## src/rtl/serial2parallel.sv

```systemverilog
// Receive-side deserializer: gathers RATIO beats of BUS_NUM_I lanes into one
// BUS_NUM_O-lane word, pulsing data_valid_o per group and abort_o on a truncated group.
module serial2parallel #(
    parameter int DATA_WIDTH = 8,
    parameter int BUS_NUM_I  = 1,
    parameter int BUS_NUM_O  = 8
) (
    input  logic                            clk,
    input  logic                            reset,
    input  logic                            data_valid_i,
    input  logic [DATA_WIDTH*BUS_NUM_I-1:0] data_i,
    output logic                            data_valid_o,
    output logic [DATA_WIDTH*BUS_NUM_O-1:0] data_o,
    output logic                            abort_o
);

    localparam int RATIO = BUS_NUM_O / BUS_NUM_I;
    localparam int CW    = (RATIO > 1) ? $clog2(RATIO) : 1;

    logic [CW-1:0]                   cnt;
    logic [DATA_WIDTH*BUS_NUM_O-1:0] acc;
    logic [DATA_WIDTH*BUS_NUM_O-1:0] word_next;
    logic                            last_beat;

    assign last_beat = (cnt == CW'(RATIO - 1));

    // Accumulator with the current beat merged in; on the last beat this is the
    // complete word, so the final lanes come straight from data_i.
    always_comb begin
        word_next = acc;
        for (int i = 0; i < BUS_NUM_I; i++) begin
            word_next[(int'(cnt) + RATIO * i) * DATA_WIDTH +: DATA_WIDTH] =
                data_i[i * DATA_WIDTH +: DATA_WIDTH];
        end
    end

    always_ff @(posedge clk or posedge reset) begin
        if (reset) begin
            cnt          <= '0;
            acc          <= '0;
            data_o       <= '0;
            data_valid_o <= 1'b0;
            abort_o      <= 1'b0;
        end else begin
            data_valid_o <= 1'b0;
            abort_o      <= 1'b0;
            if (data_valid_i) begin
                acc <= word_next;
                if (last_beat) begin
                    data_o       <= word_next;
                    data_valid_o <= 1'b1;
                    cnt          <= '0;
                end else begin
                    cnt <= cnt + 1'b1;
                end
            end else if (cnt != '0) begin
                // Burst ended mid-group: drop the partial lanes, keep data_o.
                cnt     <= '0;
                abort_o <= 1'b1;
            end
        end
    end

endmodule

```

## config.mk

```make
export PLATFORM = sky130hd
export DESIGN_NAME = serial2parallel
export DESIGN_NICKNAME = d
export VERILOG_FILES = /design/src/rtl/serial2parallel.sv
export SDC_FILE = /design/constraint.sdc
export NUM_CORES = 1
export LEC_CHECK = 0
export ABC_AREA = 0
export CORE_MARGIN = 5
export CORE_UTILIZATION = 50
export DETAILED_ROUTE_END_ITERATION = 7
export GPL_TIMING_DRIVEN = 0
export PLACE_DENSITY = 0.75
export SYNTH_ARGS = -nofsm -noshare
export SYNTH_HDL_FRONTEND = slang
export SYNTH_SLANG_ARGS = --single-unit
```

## constraint.sdc

```tcl
create_clock -name clk -period 6 [get_ports clk]
set_input_delay 1.5 -clock clk [delete_from_list [all_inputs] [get_ports clk]]
set_output_delay 1.5 -clock clk [all_outputs]
set_load 0.1 [all_outputs]
```

* Yosys cells after proc, flatten, opt, wreduce, memory -nomap -nowiden
Index checks and enable logic that the tools add are counted.
** Storage, ports and cells
- Logic and storage cells :: 21
- Bits of input ports :: 11
- Flip-flop bits (word level) :: 133
** Cells by class
- Reductions and logical operators :: 3
- Shift-type cells :: 2
- Equal/unequal tests :: 1
- Add/subtract/negate cells :: 2
- Muxes and demuxes :: 8
** Operators by type and width (number)
- $bwmux 64 :: 1
- $shift 8x33->64 const A :: 1
- $shiftx 8x33->64 :: 1
- $neg 6->33 :: 1
- $mux 3 :: 3
- $mux 1 :: 4
- $add 3x1->3 const B :: 1
- $eq 3x3->1 const B :: 1
- $reduce_bool 3->1 :: 1
- $reduce_and 2->1 :: 1
- $reduce_bool 2->1 :: 1

* Depth between registers and ports, before layout
- Depth in word-level cells :: 3
- Gate-level depth with buffers :: 12
- Mapped depth without buffers :: 6

* Worst setup path after synthesis
No wires, ideal clock.
- Path kind :: register to register
- Start point :: register cnt[0]
- End point :: register acc[40]
- Clock period less this slack :: 2.637 ns
- Stages on the path, launching flop included :: 11
- Required time :: 5.875 ns
- Arrival time :: 2.512 ns
- Buffers on the path :: 5
- Slack :: 3.363 ns
- Cells stage by stage :: dfrtp_1 -> buf_6 -> buf_2 -> buf_2 -> inv_1 -> ha_1 -> ha_1 -> buf_4 -> buf_6 -> nor3_2 -> mux2_2
** Between the ends
- Longest elaborated chain between the ends :: 3
- Elaborated cells on any way between the ends :: 4
** RTL lines
- from (decl) :: RTL line 20 : logic [CW-1:0] cnt;
- from (signal assigned) :: RTL line 54 : cnt <= cnt + 1'b1;
- $neg 6->33 * :: RTL line 33 : data_i[i * DATA_WIDTH +: DATA_WIDTH];
- $shiftx 8x33->64 / $shift 8x33->64 (equally long branches) :: RTL line 32 : word_next[(int'(cnt) + RATIO * i) * DATA_WIDTH +: DATA_WIDTH] =
- $bwmux 64 * :: RTL line 32
- to (signal assigned) :: RTL line 48 : acc <= word_next;
- to (decl) :: RTL line 21 : logic [DATA_WIDTH*BUS_NUM_O-1:0] acc;
Mark *: on every way between the ends. The rest lies on a longest branch, timed or not.
A chain may end at the register's enable or synchronous reset.

* Worst setup path in the final report
- Start point :: register data_o[58]
- End point :: output data_o[58]
** RTL lines
- from (decl) :: RTL line 13 : output logic [DATA_WIDTH*BUS_NUM_O-1:0] data_o,
- from (signal assigned) :: RTL line 50 : data_o <= word_next;
No word-level cell between the ends.

==> reports/results.ini <==
[outcome]
status = completed

[place]
place_hpwl_um = 11400
portBuffers = 75
gp_congestion = 0.934

[yosys]
synth_commonest_cells = 133 x dfrtp_1, 65 x o21ai_0, 63 x mux2_2
synth_nets = 576
yosysMostFrequentCell = dfrtp_1
synth_xor_area_frac = 0
netlist-cell-type-count = 41
post-synth-top-area-fraction = 0.530
postSynthAreaPerCell_sq_um = 11.3
synth_async_sr_flop_share = 1.00
syn-instance-count = 558
ys_seq_elements = 133
synthFlopType = dfrtp_1
synthAdderAreaFrac = 0.0139
synth_top_cell_by_area = dfrtp_1
muxShareOfSynthArea = 0.153
synth_compound_area_frac = 0.0981
syn_area_sq_um = 6280
ys_seq_area_frac = 0.530
synth_top_family_by_area = simple AND/OR/NAND/NOR gates
synth_warnings = 0
synth_area_leaders = dfrtp_1 53%, mux2_2 11%, o21ai_0 5.2%, a31oi_1 4.0%, mux2i_1 3.8%
synthSimpleGateAreaFrac = 0.170
synth_edf_count = 0

[sta]
max_clock_freq_ghz = 0.289
timing.final.crit_share = 0.576
hold_viol = 0
drv_slew = 0
setup_viol = 0
fin_worst_skew_ns = 0.00856
tightest_slew_ns = 0.989
period_needed_ns = 3.46
grt_setup_unrepaired = false
slew_headroom = 0.338

[layout]
area_growth_pct = 24.7
diodes = 0
fill_cells = 993
final_nets = 671
drive_gt1_frac = 0.203
utilization = 0.629

[clock_tree]
tritoncts = built
postCtsSetupBuffers = 0
cts_resized = 0
worstSkewPairLatency_ns = 0.42
cts_root_buf = clkbuf_16
cts_hold_buffers = 0
cts_sinks = 133
cts_buffers = 17
cts-htree-levels = 4
cts.clk_slew.worst_paths_ns = 0.06
clockBufferDepth = 2

[critical_path]
r2r_start = cnt[0]
path_buf_inv = 1
setup.worst_path.start_class = register
critPathCaptureType = primary output
path_delay_family = buffers and inverters
crit_chain = clkdlybuf4s50_1
cpMaxStageDelayCell = clkdlybuf4s50_1
required_ns = 4.50
worst_path_largest_cell_delay_ns = 1.16
crit_start = data_o[58]
worst-path-max-fanout = 2
path_class = reg2out
cp.arrival_ns = 1.96

[grt]
grt_max_degree = 86
grt_pass1_vias = 5093
grt_pass1_wl_um = 26500
antenna_found_initial = 0
gr-total-overflow = 0
grtUsageTotal = 0.231

[detailed_routing]
viasPerCell = 5.91
drt_pre_antenna_iters = 5
via_count = 4944
antenna_left = 0
drt_iter0_markers = 367
post_drt_wl_per_cell_um = 19.4
drcViolationCount = 0
drt-total-wl_um = 16300

[floorplan]
rows = 41
fp.dieW_um = 122
fp.dieArea_sq_um = 14900
die_h_um = 122
start_util = 0.504
io_pins = 77
fp.coreArea_sq_um = 12500

[min_path]
min_from = data_o[15]
hold_class = reg2reg

[flow_run]
drv_cap = 0

-- layer usage --
metal / up-vias / part of all wire / track usage
met5: - / 0 / 0
met4: 0 / 0.032 / 0.115
met3: 51 / 0.061 / 0.0576
met2: 183 / 0.47 / 0.364
met1: 2489 / 0.43 / 0.299
li1: 2221 / - / -
-- flip-flops by register name, summed over array words and instances (netlist names) --
name          flops
acc              64
abort_o           1
data_o           64
cnt               3
data_valid_o      1
-- path summary, 6_finish.rpt --
kind | to | slack [ns] | depth (start not counted)
min in group asynchronous | data_o[11] | 1.49 | 2
max | data_o[58] | 2.54 | 1
min reg2reg | data_o[15] | 0.48 | 2
max in group asynchronous | acc[35] | 3.75 | 3
min | data_o[15] | 0.48 | 2
max reg2reg | acc[61] | 2.83 | 10
-- cells by family after synthesis --
group	after synthesis
muxes	88
AOI/OAI and AO/OA	110
buffers and inverters	50
adders and majority gates	7
and+or+nand+nor	170
DFF	133
-- through the flow --
stage,TNS (ns),setup slack [ns],instances,hold slack (ns),instance area [sq um]
2_1_floorplan,0,0.946,558,0.458,6280
3_3_place_gp,-101.53,-0.771,805,0.459,7250
3_5_place_dp,0,2.89,806,0.475,7280
4_1_cts,0,2.52,837,0.486,7840
5_1_grt,0,2.51,837,0.507,7840
6_report,0,2.54,837,0.480,7840
-- cell type report --
class,count,area (sq um),share of cell area
multi-input combinational,375,2730,0.349
clock inverter,3,15.0,0.00192
tap,172,215,0.0275
buffer,45,206,0.0263
sequential,133,3330,0.425
clock buffer,28,537,0.0685
inverter,5,23.8,0.00303
timing repair buffer,76,778,0.0993
-- worst register-to-register path, delay by kind of cell, from the launching register on --
family,cells,cell delay [ns]
adders and majority gates,2,0.51
buffers and inverters,6,1.06
DFF,1,0.40
muxes,1,0.41
and+or+nand+nor,1,0.66
-- cell usage in the layout, fill, tap and decap left out, drive strengths merged, types with 3 or more instances in the layout --
master         netlist  layout
o21ai               66      66
mux2                64      64
nand3               42      42
nor3b                6       6
inv                  5       5
and4b                5       5
nor2                42      42
ha                   7       7
a31oi               40      40
nor2b                4       4
nand2b               3       3
dfrtp              133     133
nand4                3       3
clkbuf              30      58
nor3                 4       4
o311a                3       3
and3b                3       3
and4bb              13      13
clkdlybuf4s50        0      75
buf                 15      16
and3                 3       3
nand2               33      33
clkinv               0       3
mux2i               24      24
nor4b                4       4
Power is left out: the tool's default activity adds up to more than one toggle a clock period on the data nets, which glitch-free logic cannot reach.
